### src/rtl/deco_inst_pipe.sv
// Pipelined instruction decoder with a 2-entry skid buffer toward register read.
// Optional per-class transfer counters when DECO_STATS_EN is defined.
module deco_inst_pipe #(
  parameter int IW   = 26,
  parameter int OPW  = 6,
  parameter int RW   = 5,
  parameter int XLEN = 32
) (
  input  logic            clk,
  input  logic            rst,
  input  logic            flush,
  input  logic            in_valid,
  output logic            in_ready,
  input  logic [IW-1:0]   inst,
  output logic            out_valid,
  input  logic            out_ready,
  output logic [OPW-1:0]  opcode,
  output logic [1:0]      cls,
  output logic            is_imm,
  output logic [RW-1:0]   rd,
  output logic [RW-1:0]   rn,
  output logic [RW-1:0]   rm,
  output logic [XLEN-1:0] imm,
  output logic            uses_rm,
  output logic            writes_rd,
  output logic            illegal
`ifdef DECO_STATS_EN
  ,
  output logic [31:0]     stat_alu,
  output logic [31:0]     stat_logic,
  output logic [31:0]     stat_mem,
  output logic [31:0]     stat_branch,
  output logic [31:0]     stat_illegal
`endif
);

  localparam int SW = IW - OPW - 2*RW;
  localparam int LW = IW - OPW;

  typedef struct packed {
    logic [OPW-1:0]  opcode;
    logic [1:0]      cls;
    logic            is_imm;
    logic [RW-1:0]   rd;
    logic [RW-1:0]   rn;
    logic [RW-1:0]   rm;
    logic [XLEN-1:0] imm;
    logic            uses_rm;
    logic            writes_rd;
    logic            illegal;
  } bundle_t;

  typedef enum logic [1:0] {EMPTY, ONE, TWO} state_t;

  state_t  r_state;
  state_t  w_nxt;
  logic    r_in_ready;
  bundle_t r_head;
  bundle_t r_tail;
  bundle_t w_dec;
  logic    w_in;
  logic    w_out;
  logic    w_ld_head;
  logic    w_ld_tail;
  logic    w_shift;
  logic    w_clr_head;
  logic [XLEN-1:0] w_simm;
  logic [XLEN-1:0] w_limm;

  assign w_simm = {{(XLEN-SW){inst[SW-1]}}, inst[SW-1:0]};
  assign w_limm = {{(XLEN-LW){inst[LW-1]}}, inst[LW-1:0]};

  always_comb begin
    w_dec        = '0;
    w_dec.opcode = inst[IW-1 -: OPW];
    w_dec.cls    = inst[IW-1 -: 2];
    w_dec.is_imm = inst[IW-3];
    case (w_dec.cls)
      2'd0, 2'd1: begin
        w_dec.rd        = inst[IW-OPW-1 -: RW];
        w_dec.rn        = inst[IW-OPW-RW-1 -: RW];
        w_dec.writes_rd = 1'b1;
        if (!w_dec.is_imm) begin
          w_dec.rm      = inst[IW-OPW-2*RW-1 -: RW];
          w_dec.uses_rm = 1'b1;
        end else begin
          w_dec.imm     = w_simm;
        end
      end
      2'd2: begin
        if (w_dec.is_imm) begin
          w_dec.illegal   = 1'b1;
        end else begin
          w_dec.rd        = inst[IW-OPW-1 -: RW];
          w_dec.rn        = inst[IW-OPW-RW-1 -: RW];
          w_dec.imm       = w_simm;
          w_dec.writes_rd = ~inst[IW-4];
        end
      end
      2'd3: begin
        if (w_dec.is_imm) begin
          w_dec.imm = w_limm;
        end else begin
          w_dec.rd  = inst[IW-OPW-1 -: RW];
          w_dec.rn  = inst[IW-OPW-RW-1 -: RW];
          w_dec.imm = w_simm;
        end
      end
    endcase
  end

  assign w_in  = in_valid & r_in_ready;
  assign w_out = out_valid & out_ready;

  always_comb begin
    w_nxt      = r_state;
    w_ld_head  = 1'b0;
    w_ld_tail  = 1'b0;
    w_shift    = 1'b0;
    w_clr_head = 1'b0;
    if (flush) begin
      w_nxt      = EMPTY;
      w_clr_head = 1'b1;
    end else begin
      case (r_state)
        EMPTY: if (w_in) begin
          w_nxt     = ONE;
          w_ld_head = 1'b1;
        end
        ONE: begin
          if (w_in && w_out) begin
            w_ld_head = 1'b1;
          end else if (w_in) begin
            w_nxt     = TWO;
            w_ld_tail = 1'b1;
          end else if (w_out) begin
            w_nxt      = EMPTY;
            w_clr_head = 1'b1;
          end
        end
        TWO: if (w_out) begin
          w_nxt   = ONE;
          w_shift = 1'b1;
        end
        default: w_nxt = EMPTY;
      endcase
    end
  end

  always_ff @(posedge clk or posedge rst) begin
    if (rst) begin
      r_state    <= EMPTY;
      r_in_ready <= 1'b1;
      r_head     <= '0;
      r_tail     <= '0;
    end else begin
      r_state    <= w_nxt;
      r_in_ready <= (w_nxt != TWO);
      if (w_clr_head)     r_head <= '0;
      else if (w_ld_head) r_head <= w_dec;
      else if (w_shift)   r_head <= r_tail;
      if (w_ld_tail)      r_tail <= w_dec;
    end
  end

  assign in_ready  = r_in_ready;
  assign out_valid = (r_state != EMPTY);
  assign opcode    = r_head.opcode;
  assign cls       = r_head.cls;
  assign is_imm    = r_head.is_imm;
  assign rd        = r_head.rd;
  assign rn        = r_head.rn;
  assign rm        = r_head.rm;
  assign imm       = r_head.imm;
  assign uses_rm   = r_head.uses_rm;
  assign writes_rd = r_head.writes_rd;
  assign illegal   = r_head.illegal;

`ifdef DECO_STATS_EN
  logic [31:0] r_st_alu;
  logic [31:0] r_st_logic;
  logic [31:0] r_st_mem;
  logic [31:0] r_st_branch;
  logic [31:0] r_st_ill;
  logic        w_cnt;

  // a transfer in a flush cycle is discarded, so it is not counted
  assign w_cnt = w_out & ~flush;

  always_ff @(posedge clk or posedge rst) begin
    if (rst) begin
      r_st_alu    <= '0;
      r_st_logic  <= '0;
      r_st_mem    <= '0;
      r_st_branch <= '0;
      r_st_ill    <= '0;
    end else if (w_cnt) begin
      if (r_head.illegal)          r_st_ill    <= r_st_ill + 32'd1;
      else if (r_head.cls == 2'd0) r_st_alu    <= r_st_alu + 32'd1;
      else if (r_head.cls == 2'd1) r_st_logic  <= r_st_logic + 32'd1;
      else if (r_head.cls == 2'd2) r_st_mem    <= r_st_mem + 32'd1;
      else                         r_st_branch <= r_st_branch + 32'd1;
    end
  end

  assign stat_alu     = r_st_alu;
  assign stat_logic   = r_st_logic;
  assign stat_mem     = r_st_mem;
  assign stat_branch  = r_st_branch;
  assign stat_illegal = r_st_ill;
`endif

endmodule

### config.mk
export PLATFORM = sky130hd
export DESIGN_NAME = deco_inst_pipe
export DESIGN_NICKNAME = d
export VERILOG_FILES = /design/src/rtl/deco_inst_pipe.sv
export SDC_FILE = /design/constraint.sdc
export NUM_CORES = 1
export LEC_CHECK = 0
export ABC_AREA = 1
export CAP_MARGIN = 20
export CORE_ASPECT_RATIO = 2
export CORE_UTILIZATION = 47
export DETAILED_ROUTE_END_ITERATION = 10
export PLACE_DENSITY = 0.77
export REMOVE_ABC_BUFFERS = 1
export SYNTH_ARGS = -nofsm -noshare
export SYNTH_HDL_FRONTEND = slang
export SYNTH_SLANG_ARGS = --single-unit
### constraint.sdc
create_clock -name clk -period 3.4 [get_ports clk]
set_input_delay 1.02 -clock clk [delete_from_list [all_inputs] [get_ports clk]]
set_output_delay 1.02 -clock clk [all_outputs]
set_load 0.005 [all_outputs]
; ---- Yosys cells after proc, flatten, opt, wreduce, memory -nomap -nowiden
; Cells that the tools add are included.
[totals]
regBits = 121
inputBits = 31
wordCells = 76
[op_classes]
n_eq_ne = 6
mux = 38
bitwise = 3
reduce_logical = 7
[ops]
columns = operator, count
row1 = $mux 59, 3
row2 = $mux 32, 3
row3 = $pmux 32 s3, 1
row4 = $pmux 10 s2, 1
row5 = $mux 1, 18
row6 = $mux 2, 6
row7 = $mux 10, 1
row8 = $mux 5, 2
row9 = $eq 2x2->1 const B, 3
row10 = $pmux 2 s3, 1
row11 = $eq 2x1->1 const B, 2
row12 = $logic_not 2->1, 2
row13 = $pmux 1 s2, 2
row14 = $reduce_or 2->1, 2
row15 = $reduce_bool 3->1, 1
row16 = $and 1x1->1, 2
row17 = $ne 2x2->1 const B, 1
row18 = $reduce_bool 2->1, 1
row19 = $logic_and 1x1->1, 1
row20 = $not 1->1, 1

; ---- Longest topological paths before layout
[depth]
ltp_word = 8
ltp_mapped = 10

; ---- Worst setup path after synthesis
; No wires, ideal clock.
[synth_timing]
path_type = in2reg
start = input port in_valid
end = register r_head, in the netlist illegal
arrival_ps = 1967
slack_ps = 1315
path_stages = 9
path_buffers = 2
cell_sequence = nand2_1 nor2_1 nand2_1 inv_2 nand2_2 buf_2 buf_2 nand3_1 nand2_1
[synth_via]
elab_chain_cells = 7
word_cells_on_any_way = 13
classes_between = mux (10) / bitwise (1) / reduce/logical (2)
[synth_rtl]
columns = item, line_no
row1 = from (decl), 12  ; input logic in_valid,
row2 = $and 1x1->1 (*), 112  ; assign w_in = in_valid & r_in_ready;
row3 = $logic_and 1x1->1, 131  ; if (w_in && w_out) begin
row4 = $mux 1, 131
row5 = $pmux 1 s2, 125  ; case (r_state)
row6 = $mux 1, 121  ; if (flush) begin
row7 = $mux 59, 160  ; else if (w_ld_head) r_head <= w_dec;
row8 = $mux 59, 159  ; if (w_clr_head) r_head <= '0;
row9 = to (signal assigned), 160
row10 = to (signal assigned), 161  ; else if (w_shift) r_head <= r_tail;
row11 = to (decl), 58  ; bundle_t r_head;
; Mark *: on every way between the ends. The rest lies on a longest branch, timed or not.
; A chain may end at the register's enable or synchronous reset.

; ---- Worst setup path after layout
[layout_timing]
start = register r_state[0]
end = output port out_valid
[layout_via]
elab_chain_cells = 1
[layout_rtl]
columns = item, line_no
row1 = from (decl), 55  ; state_t r_state;
row2 = from (signal assigned), 157  ; r_state <= w_nxt;
row3 = $reduce_bool 2->1, 167  ; assign out_valid = (r_state != EMPTY);
row4 = to (decl), 15  ; output logic out_valid,
; No other way between the ends.

==> metrics.txt <==
Synth Cell Area 0.00460 mm²; layout cells sized above 1 0.0515; number of synthesized flops with an enable pin 0; GRT Total Usage 0.236; commonest non-fill, non-tap cell in the layout nand2_1; Antenna diodes 0; vias in the first global route 4159; Chip Width 71.9 µm; Avg WL per Cell 13.6 µm; Sink Count 91; endpoints failing setup 0; WHS 473 ps; Detail Route Antenna Nets 0; post-synthesis cell type count 20; CTS Buf Count 9; hold crit path type flip-flop to flip-flop; post-synthesis sequential area ratio 0.496; 1st-iter DRT viols 412; setup bufs post-CTS 0; Initial Util 0.487; Critical Path Max Stage Delay 450 ps; Longest Clk Path Bufs 2; #FFs+latches synth 91; total number of vias 4351; Setup CP Type flip-flop to output port; commonest non-fill, non-tap cells in the layout nand2_1, clkdlybuf4s50_1, dfrtp_1; crit path DAT 1540 ps; Mapped Cells 649; Worst-Margin Slew 607 ps; First-pass DRT Iterations 5; post-CTS sizing 0; DIE HEIGHT 142 µm; detailed-route DRC error count 0; total power 3.19 mW; Max Cap Violations 0; asr flop ratio synth 1.00; fmax 390 MHz; ys flop type dfrtp_1; gr ovfl total 0; CTS hold repair buffers 0; CTS root buffer clkbuf_16; Buf/Inv on CP 2; Period Utilization, post-route 0.754; CTS tree done; pwr dens 541 mW/mm²; RSZ-0062 raised after global routing no; final hold violations 0; setup slack at placement 391 ps; Synthesis Warnings 0; dpl hpwl 7.49 mm; Worst-Skew Late Latency 340 ps; Layout area overhead 28.0%; fin crit period 2560 ps; area leader, netlist dfrtp_1; H-Tree Level Count 3; die area 0.0102 mm²; post-synth top area share 0.490; Via density 5.12; port bufs 91; CP Cell Sequence nor2_1 > inv_1 > clkdlybuf4s50_1; Ports 92; Worst path slowest cell clkdlybuf4s50_1; critical-path maximum fanout 5; Max VDD drop 0.000360 V; Worst Setup Start Kind flip-flop; Synth Area per Inst 7.08 µm²; CP required 2380 ps; final net count 745; largest net degree at the start of global routing 71; pins over their slew limit 0; Crit path max-delay family buffers and inverters; clk slew on worst S/H paths 60 ps; Worst setup EP type output port; FP Rows 50; Rel. slew slack 0.595; first-pass GRT wire length 18.9 mm; core box area 0.00945 mm²; status finished clean; P_leak 3.17 nW; GPL Wtd Cong 0.868; post-route worst setup slack 837 ps; Layout Skew 5.89 ps; Detailed Route WL 11.5 mm; initial antenna violation count 0; ranking of synthesized cells by area dfrtp_1, nand2_1, nand3_1, nor2_1, buf_4
==> per-stage QoR <==
step                 util  TNS [ps]  std cells  instance area, µm²
finish              0.623         0        849                5890
detailed placement  0.587         0        832                5540
global route        0.623         0        849                5890
CTS                 0.620         0        848                5860
floorplan               -    -13720        598                4330
global placement    0.587         0        832                5540
==> state kept, by name, summed over array words and instances (netlist names) <==
signal	cells
r_state	2
r_tail	44
illegal	1
in_ready	1
imm	20
writes_rd	1
rd	5
opcode	6
rn	5
uses_rm	1
rm	5
==> tightest hold or removal path: stages (launching register included) <==
cell and delay [ps]:
dfrtp_1 340, nand2_1 50, nand2_1 50
==> power breakdown <==
part	internal [mW]	total, mW	switching, mW
clock	0.630	1.03	0.398
combinational	0.349	0.742	0.393
sequential	1.29	1.42	0.124
total	2.27	3.19	0.915
==> metal layers <==
metal | vias to the layer above | GRT usage | share of wire
met5 | - | 0 | 0
met4 | 0 | 0.117 | 0.032
met3 | 31 | 0.0305 | 0.043
met2 | 152 | 0.418 | 0.53
met1 | 2052 | 0.276 | 0.39
li1 | 2116 | - | -
==> cell usage after synthesis, types with 2 or more instances <==
cell type / count
buf_4: 15
dfrtp_1: 90
nand2_1: 318
clkbuf_1: 17
nor2_1: 59
o21ai_0: 10
inv_1: 27
o21ai_2: 2
inv_2: 2
nand3_1: 80
buf_2: 18
a21oi_1: 3
==> cell families (layout without fill, tap and decap cells) <==
group | after synthesis | in the layout | share of synthesized area
simple gates | 461 | 461 | 0.401
compound gates | 16 | 16 | 0.0196
flops | 91 | 91 | 0.496
buf+inv | 81 | 151 | 0.0835
==> area by class of cell <==
class                      instances  area [µm²]
clock buffer                      13         270
clock inverter                     3        45.0
fill                             831        3560
inverter                          30         114
multi-input combinational        477        1940
sequential                        91        2280
tap                              130         163
timing repair buffer             105        1070
==> path summary, 6_finish.rpt <==
path / startpoint / endpoint / slack, ps / cells past startpoint
worst min-delay path: r_tail[44] / r_tail[44] / 470 / 2
worst max register to register: in_ready / rm[3] / 1580 / 9
min in group asynchronous: rst / r_tail[57] / 1070 / 2
worst min register to register: r_tail[44] / r_tail[44] / 470 / 2
worst max-delay path: r_state[0] / out_valid / 840 / 3
max in group asynchronous: rst / r_tail[49] / 1640 / 3
No activity file was read; power rests on OpenSTA's default activity.
==> RTL change: new RTL, config.mk and constraints unchanged <==
Encoding of `state_t`: now one-hot (3 bits for 3 states).
--- a/src/rtl/deco_inst_pipe.sv
+++ b/src/rtl/deco_inst_pipe.sv
@@ -51,5 +51,5 @@
   } bundle_t;
 
-  typedef enum logic [1:0] {EMPTY, ONE, TWO} state_t;
+  typedef enum logic [2:0] {EMPTY = 3'b001, ONE = 3'b010, TWO = 3'b100} state_t;
 
   state_t  r_state;
Function: same outputs for any inputs over 4 cycles, from zero or initial values and one cycle with rst high; so few cycles prove little.
==> RTL change against the unedited design <==
Sequential cell count is 1 higher. Highest routed layer unchanged. Non-clock buffer count shrank 3. Power decreased by 7.1%. Combinational power shrank 22%. Final cell count grew 0.59%. Worst setup slack gained 0.018 ns. Routed wire length increased by 4.0%. Clock power increased by 5%. Maximum frequency increased by 0.70%. Critical path type unchanged. Core utilization is 1.2 points lower. Via count up 1.2%. Area after synthesis increased by 3.5%. Cell area is 1.4% higher.
==> RTL change: results (changes against the unedited design) <==
Synth
  • Synth cell count leaders: nand2_1, nand3_1, dfrtp_1, nor2_1, buf_2
  • Synth top area cells: dfrtp_1, nand2_1, nand3_1, nor2_1, buf_2
  • Unique cell type count in the Yosys netlist: 24 (+20%)
  • Sequential area share after synthesis: 48.41% (-1.1 points)

STA
  • Worst Skew: 0.01011 ns (+0.004217 ns)
  • Hold WS: 0.4713 ns (-0.001705 ns)
  • Worst slew pin tran: 0.8422 ns (+0.2350 ns)

GRT
  • Largest net degree at the start of global routing: 78 (+9.9%)
  • First-pass GRT wire length: 20.11 mm (+6.2%)
  • Met1 Resource Use GR: 30.17% (+2.5 points)
  • Global routing usage on met2: 42.06% (+0.25 points)

Power
  • Pwr Total: 0.002960 W (-7.1%)
  • Sw frac: 27.56% (-1.2 points)
  • Sequential Power: 0.00130 W (-8%)

Place
  • Dpl cell area: 5629 µm² (+1.5%)
  • DP HPWL: 7.534 mm (+0.55%)
  • Dpl ws: 0.2857 ns (-0.1054 ns)

Min path
  • Worst Min Path Start: r_tail[3]$_DFFE_PP0P_
  • Hold endpoint: r_tail[3]$_DFFE_PP0P_

Routing
  • Metal2 WL: 6.344 mm (+3.4%)
  • Metal-1 WL: 4.730 mm (+4.7%)

Critical path
  • Worst reg2reg setup slack: 1.63 ns (+0.05 ns)
  • Cells on worst reg2reg path: 7 (-2)
  • Worst path slowest cell: dfstp_2
  • Delay-heaviest family, CP: flip-flops
  • Worst path max stage delay: 0.57 ns (+0.12 ns)
  • Worst R2R End: rn[4]$_DFFE_PP0P_

Status
  • Status: finished, final reports clean

Cells and area
  • Share of layout cells above drive strength 1: 5.817% (+0.67 points)
  • Post-layout nets: 748 (+0.40%)
-- RTL change: cell type report --
| class | count | area, µm² |
|---|---|---|
| Inverter | 28 | 107.6 |
| Clock buffer | 12 | 246.5 |
| Multi-Input combinational cell | 484 | 2028 |
| Clock inverter | 4 | 72.57 |
| Tap cell | 132 | 165.2 |
| Fill cell | 866 | 3795 |
| Timing Repair Buffer | 102 | 1044 |
| Sequential cell | 92 | 2305 |
-- RTL change: how the worst max path moves through the flow --
stage / start / to / slack, ns / cells past startpoint
floorplan: in_valid / rm[0]$_DFFE_PP0P_ / -0.07 / 6
global placement: out_ready / rm[2]$_DFFE_PP0P_ / 0.38 / 5
detailed placement: out_ready / rm[2]$_DFFE_PP0P_ / 0.29 / 5
CTS: out_ready / rm[2]$_DFFE_PP0P_ / 0.62 / 5
global route: inst[25] / imm[15]$_DFFE_PP0P_ / 0.71 / 7
finish: r_state[0]$_DFF_PP1_ / out_valid / 0.85 / 2
